### src/rtl/trb_pkg.sv
// trb_pkg -- shared constants and FSM state type for the turbo stream-to-bus packer.
//   ST            : decoded stream byte width in bits
//   BUS           : packed output word width in bits
//   BYTES_PER_PKT : decoded bytes per turbo packet (1024 bits)
//   WORDS_PER_PKT : full bus words per packet
package trb_pkg;
    localparam int ST             = 8;
    localparam int BUS            = 512;
    localparam int BYTES_PER_PKT  = 128;
    localparam int BYTES_PER_WORD = BUS / ST;
    localparam int WORDS_PER_PKT  = BYTES_PER_PKT / BYTES_PER_WORD;  // 2

    typedef enum logic [1:0] {
        IDLE  = 2'd0,
        FILL  = 2'd1,
        DRAIN = 2'd2
    } state_t;
endpackage

### src/rtl/trb_byte_packer.sv
// trb_byte_packer -- word assembly buffer with byte index.
// Each written byte lands at byte lane idx (or lane 0 on restart). On 'done'
// the buffer and index are cleared, so the index wraps to 0 on the byte that
// completes a word.
// Ports:
//   clk, rst_n : clock, synchronous active-low reset
//   wr         : write data into the buffer this cycle
//   restart    : treat the buffer as empty before this write (new packet)
//   done       : this write completes the word; clear buffer and index after it
//   data       : byte to write
//   full       : this write lands in the last byte lane
//   word_cur   : buffer contents before this write
//   word_new   : buffer contents including this write
module trb_byte_packer #(
    parameter int ST  = 8,
    parameter int BUS = 512
) (
    input  logic           clk,
    input  logic           rst_n,
    input  logic           wr,
    input  logic           restart,
    input  logic           done,
    input  logic [ST-1:0]  data,
    output logic           full,
    output logic [BUS-1:0] word_cur,
    output logic [BUS-1:0] word_new
);
    localparam int NB = BUS / ST;
    localparam int IW = $clog2(NB);

    logic [BUS-1:0] acc;
    logic [IW-1:0]  idx;
    logic [IW-1:0]  pos;

    assign pos      = restart ? '0 : idx;
    assign full     = (pos == IW'(NB - 1));
    assign word_cur = acc;

    always_comb begin
        word_new = restart ? '0 : acc;
        word_new[pos*ST +: ST] = data;
    end

    always_ff @(posedge clk) begin
        if (!rst_n) begin
            acc <= '0;
            idx <= '0;
        end else if (wr) begin
            if (done) begin
                acc <= '0;
                idx <= '0;
            end else begin
                acc <= word_new;
                idx <= pos + 1'b1;
            end
        end
    end
endmodule

### src/rtl/trb_st2bus_pack.sv
// trb_st2bus_pack -- packs decoded turbo bytes into BUS-wide host words.
// Packets are framed by st_sop/st_eop; a packet ends on eop, on a sop inside
// the packet, or (with error checking) after BYTES_PER_PKT bytes. The final
// word of a packet is flagged with bus_last; unfilled lanes are zero.
// Optional feature: define TRB_PACK_ERR_CHK_EN to enable framing-error
// counting on err_cnt; otherwise err_cnt is tied to 0.
// Ports:
//   clk_st, rst_n                       : clock, synchronous active-low reset
//   st_data, st_valid, st_sop, st_eop   : byte stream in
//   st_ready                            : byte accepted when st_valid & st_ready
//   bus_data, bus_en, bus_last          : packed word out
//   bus_ready                           : word accepted when bus_en & bus_ready
//   err_cnt                             : saturating framing-error count
module trb_st2bus_pack #(
    parameter int ST            = trb_pkg::ST,
    parameter int BUS           = trb_pkg::BUS,
    parameter int BYTES_PER_PKT = trb_pkg::BYTES_PER_PKT
) (
    input  logic           clk_st,
    input  logic           rst_n,
    input  logic [ST-1:0]  st_data,
    input  logic           st_valid,
    input  logic           st_sop,
    input  logic           st_eop,
    output logic           st_ready,
    output logic [BUS-1:0] bus_data,
    output logic           bus_en,
    output logic           bus_last,
    input  logic           bus_ready,
    output logic [15:0]    err_cnt
);
    import trb_pkg::*;

    state_t         state;
    logic           accept, in_pkt;
    logic           start, sop_fill, cont;
    logic           late, close_new, load_new, load;
    logic           pk_full;
    logic [BUS-1:0] pk_cur, pk_new;

    // The output register is free when empty or emptying this cycle, so any
    // accepted byte may load it.
    assign st_ready = !bus_en || bus_ready;
    assign accept   = st_valid && st_ready;
    assign in_pkt   = (state == FILL);

    // DRAIN behaves like IDLE for incoming bytes: bus_en is always 1 there,
    // so an accepted byte implies the final word is transferring.
    assign start    = accept &&  st_sop && !in_pkt;
    assign sop_fill = accept &&  st_sop &&  in_pkt;
    assign cont     = accept && !st_sop &&  in_pkt;

    // A sop inside a packet takes priority; an eop on that same byte is not
    // acted on, the new packet simply continues.
    assign close_new = (start || cont) && (st_eop || late);
    assign load_new  = (start || cont) && (pk_full || close_new);
    assign load      = load_new || sop_fill;

    trb_byte_packer #(.ST(ST), .BUS(BUS)) u_packer (
        .clk      (clk_st),
        .rst_n    (rst_n),
        .wr       (start || cont || sop_fill),
        .restart  (start || sop_fill),
        .done     (load_new),
        .data     (st_data),
        .full     (pk_full),
        .word_cur (pk_cur),
        .word_new (pk_new)
    );

    always_ff @(posedge clk_st) begin
        if (!rst_n) begin
            state    <= IDLE;
            bus_en   <= 1'b0;
            bus_last <= 1'b0;
            bus_data <= '0;
        end else begin
            if (load) begin
                bus_en   <= 1'b1;
                // sop inside a packet flushes what was buffered before it,
                // even an empty word, so the host still sees bus_last.
                bus_data <= sop_fill ? pk_cur : pk_new;
                bus_last <= sop_fill || close_new;
            end else if (bus_ready) begin
                bus_en <= 1'b0;
            end

            case (state)
                IDLE:  if (start) state <= close_new ? DRAIN : FILL;
                FILL:  if (close_new) state <= DRAIN;
                DRAIN: begin
                    if (start)                    state <= close_new ? DRAIN : FILL;
                    else if (bus_en && bus_ready) state <= IDLE;
                end
                default: state <= IDLE;
            endcase
        end
    end

`ifdef TRB_PACK_ERR_CHK_EN
    localparam int CW = $clog2(BYTES_PER_PKT + 1);

    logic [CW-1:0] pkt_cnt, cnt_next;
    logic          drop, early, err_inc;

    assign drop     = accept && !st_sop && !in_pkt;
    assign cnt_next = (start || sop_fill) ? CW'(1) :
                      (&pkt_cnt)          ? pkt_cnt : pkt_cnt + 1'b1;
    assign early    = (start || cont) &&  st_eop && (cnt_next < CW'(BYTES_PER_PKT));
    assign late     = (start || cont) && !st_eop && (cnt_next == CW'(BYTES_PER_PKT));
    // The four error sources are mutually exclusive within a cycle.
    assign err_inc  = drop || early || late || sop_fill;

    always_ff @(posedge clk_st) begin
        if (!rst_n) begin
            pkt_cnt <= '0;
            err_cnt <= '0;
        end else begin
            if (start || cont || sop_fill) pkt_cnt <= cnt_next;
            if (err_inc && err_cnt != 16'hFFFF) err_cnt <= err_cnt + 16'd1;
        end
    end
`else
    assign late    = 1'b0;
    assign err_cnt = '0;
`endif
endmodule

### config.mk
export PLATFORM = sky130hd
export DESIGN_NAME = trb_st2bus_pack
export DESIGN_NICKNAME = d
export VERILOG_FILES = /design/src/rtl/trb_pkg.sv /design/src/rtl/trb_byte_packer.sv /design/src/rtl/trb_st2bus_pack.sv
export SDC_FILE = /design/constraint.sdc
export NUM_CORES = 2
export LEC_CHECK = 0
export ABC_AREA = 1
export CORE_ASPECT_RATIO = 0.6
export CORE_MARGIN = 2
export CORE_UTILIZATION = 35
export CTS_BUF_LIST = sky130_fd_sc_hd__clkbuf_8
export DETAILED_ROUTE_END_ITERATION = 10
export DONT_BUFFER_PORTS = 1
export GPL_TIMING_DRIVEN = 0
export HOLD_SLACK_MARGIN = 0.1
export PLACE_DENSITY_LB_ADDON = 0.08
export SYNTH_ARGS = -nofsm -noshare
export SYNTH_HDL_FRONTEND = slang
export SYNTH_SLANG_ARGS = --single-unit
### constraint.sdc
create_clock -name clk_st -period 3.6 [get_ports clk_st]
set_input_delay 0 -clock clk_st [delete_from_list [all_inputs] [get_ports clk_st]]
set_output_delay 0 -clock clk_st [all_outputs]
set_load 0.03 [all_outputs]
Yosys cells after proc, flatten, opt, wreduce, memory -nomap -nowiden
Index checks and enable logic that the tools add are counted.

Memory bits (writable): 0. Register bits after elaboration: 1034. Output and inout port bits: 531. Memories: 0. Memory bits (read-only): 0. Bits in latches: 0. Logic and storage cells: 52.

Shift operators: 2. $mul: 0. Reductions and logical operators: 22. Equality and inequality tests: 6. Order comparisons: 0. Bitwise operators: 0. Add/subtract/negate cells: 2. Mux-type cells: 14. Div/mod/pow operators: 0.

Operators with widths (number): $mux W512 (3); $bwmux W512 (1); $shift A8 B34 Y512 const A (1); $shiftx A8 B34 Y512 (1); $neg A9 Y34 (1); $mux W6 (2); $mux W2 (5); $logic_and A1 B1 Y1 (9); $logic_or A1 B1 Y1 (7); $add A6 B1 Y6 const B (1); $eq A6 B6 Y1 const B (1); $pmux W2 S3 (1); $logic_not A1 Y1 (3); $ne A3 B3 Y1 const B (1); $reduce_and A3 Y1 (1); $eq A2 B1 Y1 const B (1); $eq A2 B2 Y1 const B (1); $logic_not A2 Y1 (1); $mux W1 (2); $ne A2 B1 Y1 const B (1); $ne A2 B2 Y1 const B (1); $reduce_bool A2 Y1 (1).

Longest topological paths before layout
Word-level depth: 12. Depth in mapped cells: 22.

Cells and area by module
A second synthesis with hierarchy kept.

Cells, all modules: 9736. Area, all modules: 58442.3 um^2.

Modules (own cells, without submodules): trb_byte_packer (times used 1, cells an instance 4661, area an instance 29250.6 um^2); trb_st2bus_pack (times used 1, cells an instance 5075, area an instance 29191.7 um^2).

Worst setup path before layout
No wires, ideal clock.

Path type: flip-flop to flip-flop. Start: register bus_en. End: register bus_data[450]. Arrival time: 3565 ps. Library setup time: 70 ps. Cell stages (with the launch flop): 20. Slack: -35 ps. Data required time: 3530 ps. Buffers on the path: 6. Path through: dfxtp_1 -> nand2_2 -> nand3_4 -> buf_4 -> nand2_4 -> buf_4 -> buf_2 -> ha_1 -> clkbuf_1 -> inv_1 -> clkbuf_1 -> buf_1 -> nand3_1 -> nor2_1 -> nand2_1 -> nor2_1 -> nand4_1 -> nand3_1 -> nand2_1 -> a21oi_1.

Cells in the longest elaborated chain, start to end: 11. Elaborated cells on any way between the ends: 22. Classes of those cells: 1 x add/sub; 1 x eq/ne; 2 x shift; 4 x mux; 14 x reduce/logical.

Ends and longest elaborated chain: start: declaration (RTL line trb_st2bus_pack.sv:27) `output logic bus_en,`; start signal: assignment (RTL line trb_st2bus_pack.sv:74) `bus_en <= 1'b0;`; start signal: assignment (RTL line trb_st2bus_pack.sv:79) `bus_en <= 1'b1;`; start signal: assignment (RTL line trb_st2bus_pack.sv:85) `bus_en <= 1'b0;`; $logic_not A1 Y1 * (RTL line trb_st2bus_pack.sv:43) `assign st_ready = !bus_en || bus_ready;`; $logic_or A1 B1 Y1 * (RTL line trb_st2bus_pack.sv:43); via st_ready (RTL line trb_st2bus_pack.sv:25) `output logic st_ready,`; $logic_and A1 B1 Y1 * (RTL line trb_st2bus_pack.sv:44) `assign accept = st_valid && st_ready;`; $logic_and A1 B1 Y1 (RTL line trb_st2bus_pack.sv:49, trb_st2bus_pack.sv:50); $logic_and A1 B1 Y1 (on tied branches) (RTL line trb_st2bus_pack.sv:49, trb_st2bus_pack.sv:50); $logic_or A1 B1 Y1 (RTL line trb_st2bus_pack.sv:63) `.restart (start || sop_fill),`; $mux W6 (RTL line trb_byte_packer.sv:35) `assign pos = restart ? '0 : idx;`; $neg A9 Y34 or $eq A6 B6 Y1 (tied branches) (RTL line trb_byte_packer.sv:41, trb_byte_packer.sv:36); $shiftx A8 B34 Y512 (tied with other cells) (RTL line trb_byte_packer.sv:41) `word_new[pos*ST +: ST] = data;`; $bwmux W512 or $logic_and A1 B1 Y1 (tied branches) (RTL line trb_byte_packer.sv:41, trb_st2bus_pack.sv:56); $mux W512 or $logic_or A1 B1 Y1 (tied branches) (RTL line trb_st2bus_pack.sv:82, trb_st2bus_pack.sv:57); end signal: assignment (RTL line trb_st2bus_pack.sv:82) `bus_data <= sop_fill ? pk_cur : pk_new;`; end: declaration (RTL line trb_st2bus_pack.sv:26) `output logic [BUS-1:0] bus_data,`.

The timed path passes the listed nets; every way through them passes the cells marked *. A chain may end at the register's enable or synchronous reset.

Final worst setup path
Start: register bus_en. End: register bus_data[269].

The elaborated chain is that of the path after synthesis.

==> flow_summary.ini <==
[yosys]
syn_area_sq_um = 52500
synth_top_family_by_area = simple AND/OR/NAND/NOR gates
synth_top_area_share_pct = 39.5
synth_compound_area_share_pct = 12.9
synth_top_area_cell = dfxtp_1
synthArstFlopShare_pct = 0
yosysWarnings = 0
synth.avg_cell_area_sq_um = 6.20
ys_seq_area_share_pct = 39.5
ys_top_cells_by_count = 2690 x nand2_1, 1034 x dfxtp_1, 1020 x nand3_1, 1016 x nor2_1, 653 x a21oi_1
yosys.area_share.simple_pct = 38.3
synth_edf_count = 0
synth_fa_ha_area_share_pct = 0.0715
syn_inst = 8468
ys.flop_type = dfxtp_1
synth.most_common_cell = nand2_1
synthXorXnorAreaFrac_pct = 0.0978
yosys-mux-area-fraction_pct = 0
synth_seq_cells = 1034
synth_area_leaders = dfxtp_1 39%, nand2_1 19%, nand3_1 9.7%, nor2_1 7.3%, a21oi_1 6.2%
synth.distinct_cells = 43

[placed_design]
hpwl_um = 227000
place_area_sq_um = 55200
io_buffers = 0
routabilityCongestion = 1.02
dpl.cell_count = 10488

[power]
p_per_area_nw_per_um2 = 444
power_frac_comb_pct = 13.1
netSwitchingPower_mw = 9.72
swShare_pct = 34.6
power_leakage_nw = 27.8
p_total_mw = 28.0
p_int_mw = 18.3
peakVddDrop_v = 0.000370
p_seq_share_pct = 46.8
clockPowerShare_pct = 40.1

[die]
die_w_um = 504
fp-row-count = 109
fp.coreArea_sq_um = 148000
die_h_um = 304
start_util_pct = 35.4
die-area_sq_um = 153000
ios = 545

[grt]
grt_pass1_wl_um = 407000
grtUsageMet3_pct = 12.9
busiest_layer = met1
grt.met1_usage_pct = 54.6
use_met2_pct = 47.5
grt_pass1_vias = 54347
antenna_found_initial = 41
grt_start_max_net_pins = 20
gr-total-overflow = 0
grt_use_total_pct = 36.8

[routing]
vias = 62051
drcViolationCount = 0
avgRoutedWirePerCell_um = 26.8
vias_per_cell = 5.65
postRouteAntennaNets = 0
drtPass1Iterations = 6
dr.first_iter.drc_count = 9088
routed_wl_um = 295000

[clock_tree]
cts_buffer_depth = 3
clockRootBuffer = clkbuf_8
cts_buffers = 173
clock_latency_ns = 0.99
cts_tree = built
h-tree-depth = 4
clk_pin_slew_worst_paths_ns = 0.07
clock_sinks = 1034

[layout]
fin_area_sq_um = 63200
register_area_sq_um = 20700
n_fill_cell = 15911
fin_cells = 10992
drive_above_1_share_pct = 12.2
area_delta_synth_final_pct = 20.5
multi_input_area_sq_um = 28800
nets = 8858

[sta]
slew-limit-headroom_pct = -3.05
hold_violations = 0
finalSetupViolCount = 12
maxSlewViolCount = 11
fin_skew_ns = 0.0343
worstMarginPinSlew_ns = 1.55
fin_crit_sh_pct = 102
min_period_ns = 3.67
max_freq_mhz = 273
grt_setup_unrepaired = true
setup_ws_ns = -0.0666

[setup_path]
worstPathRequired_ns = 4.52
critPathKind = reg -> reg
worstSetupStartpointType = flop
worstPathMaxFanout = 10
cp.arrival_ns = 4.59
end_kind = flop

[hold_path]
hp-class = in -> reg

[status]
violations = capacitance limit, slew limit, setup timing
status = finished, violations left

[flow_run]
drv_cap = 2
[power by group through the flow]
| stage | clock, mW | sequential (mW) | combinational, mW |
|---|---|---|---|
| floorplan | 0 | 13.2 | 1.62 |
| global placement | 0 | 13.4 | 3.03 |
| detailed placement | 0 | 13.4 | 3.05 |
| CTS | 11.3 | 13.1 | 3.41 |
| global route | 11.8 | 13.2 | 3.78 |
| finish | 11.3 | 13.1 | 3.67 |
[critical path, cell delays in order (launching register included)]
cell      delay [ns]
dfxtp_4         0.40
nand2_8         0.13
nand3_4         0.14
buf_8           0.20
nor2_1          0.15
clkbuf_2        0.50
clkbuf_1        0.80
clkbuf_1        0.77
nand2_1         0.11
nand3_1         0.20
nor2_1          0.08
nor2_1          0.10
[state kept, by name, summed over array words and instances, names as in the netlist]
name / flops
bus_data: 512
u_packer.word_cur: 512
u_packer.idx: 6
state: 2
bus_en: 1
bus_last: 1
[repair_timing]
action,in CTS,in global routing
resized for setup,758,190
endpoints found under the setup margin,1033,933
pin swaps,70,34
hold endpoints to repair,852,0
hold buffers,48,0
setup buffers,118,18
[per-layer routing]
| metal | wire, um | up-vias |
|---|---|---|
| li1 | - | 27989 |
| met1 | 131000 | 29577 |
| met2 | 110000 | 3882 |
| met3 | 42600 | 569 |
| met4 | 12100 | 34 |
| met5 | 255 | - |
[kinds of logic after synthesis]
logic type / Yosys count
simple gates: 4882
compound gates: 1313
buf+inv: 1230
flops: 1034
xor+xnor: 5
fa+ha+maj: 3
other cells: 1
[cell type report]
| type | instances | area share (%) |
|---|---|---|
| multi-input combinational | 6219 | 45.5 |
| sequential | 1034 | 32.7 |
| buffer | 622 | 5.21 |
| clock buffer | 217 | 4.72 |
| tap | 1998 | 3.95 |
| inverter | 600 | 3.70 |
| timing repair buffer | 191 | 3.26 |
| clock inverter | 88 | 0.801 |
| antenna | 23 | 0.0910 |
[metrics by stage]
stage / TNS [ns] / hold slack, ns / setup WS, ns / utilization [%]
after floorplan: 0 / 0.0924 / 0.0389 / -
after detailed placement: -2491.26 / 0.104 / -3.17 / 37.3
after global placement: -2568.28 / 0.0937 / -3.40 / 37.2
final: -0.195 / 0.209 / -0.0666 / 42.7
after global routing: -0.516 / 0.208 / -0.0589 / 42.7
after CTS: 0 / 0.170 / 0.0163 / 42.3
[cell usage in the layout, fill, tap and decap left out, types with 111 or more instances in the layout]
| cell type | count |
|---|---|
| nand2_1 | 2643 |
| dfxtp_1 | 1033 |
| nand3_1 | 968 |
| nor2_1 | 861 |
| a21oi_1 | 653 |
| inv_1 | 579 |
| o21ai_0 | 542 |
| clkbuf_1 | 299 |
| clkbuf_8 | 228 |
| buf_4 | 140 |
| clkbuf_2 | 124 |
| nor2_4 | 111 |
[worst paths after layout]
check / start / endpoint / slack (ns) / cells past startpoint
worst min register to register: u_packer.word_cur[53] / u_packer.word_cur[53] / 0.48 / 2
worst min-delay path: st_data[3] / u_packer.word_cur[491] / 0.21 / 7
worst max-delay path: bus_en / bus_data[269] / -0.07 / 11
worst max register to register: bus_en / bus_data[269] / -0.07 / 11
No activity file was read; power rests on OpenSTA's default activity.
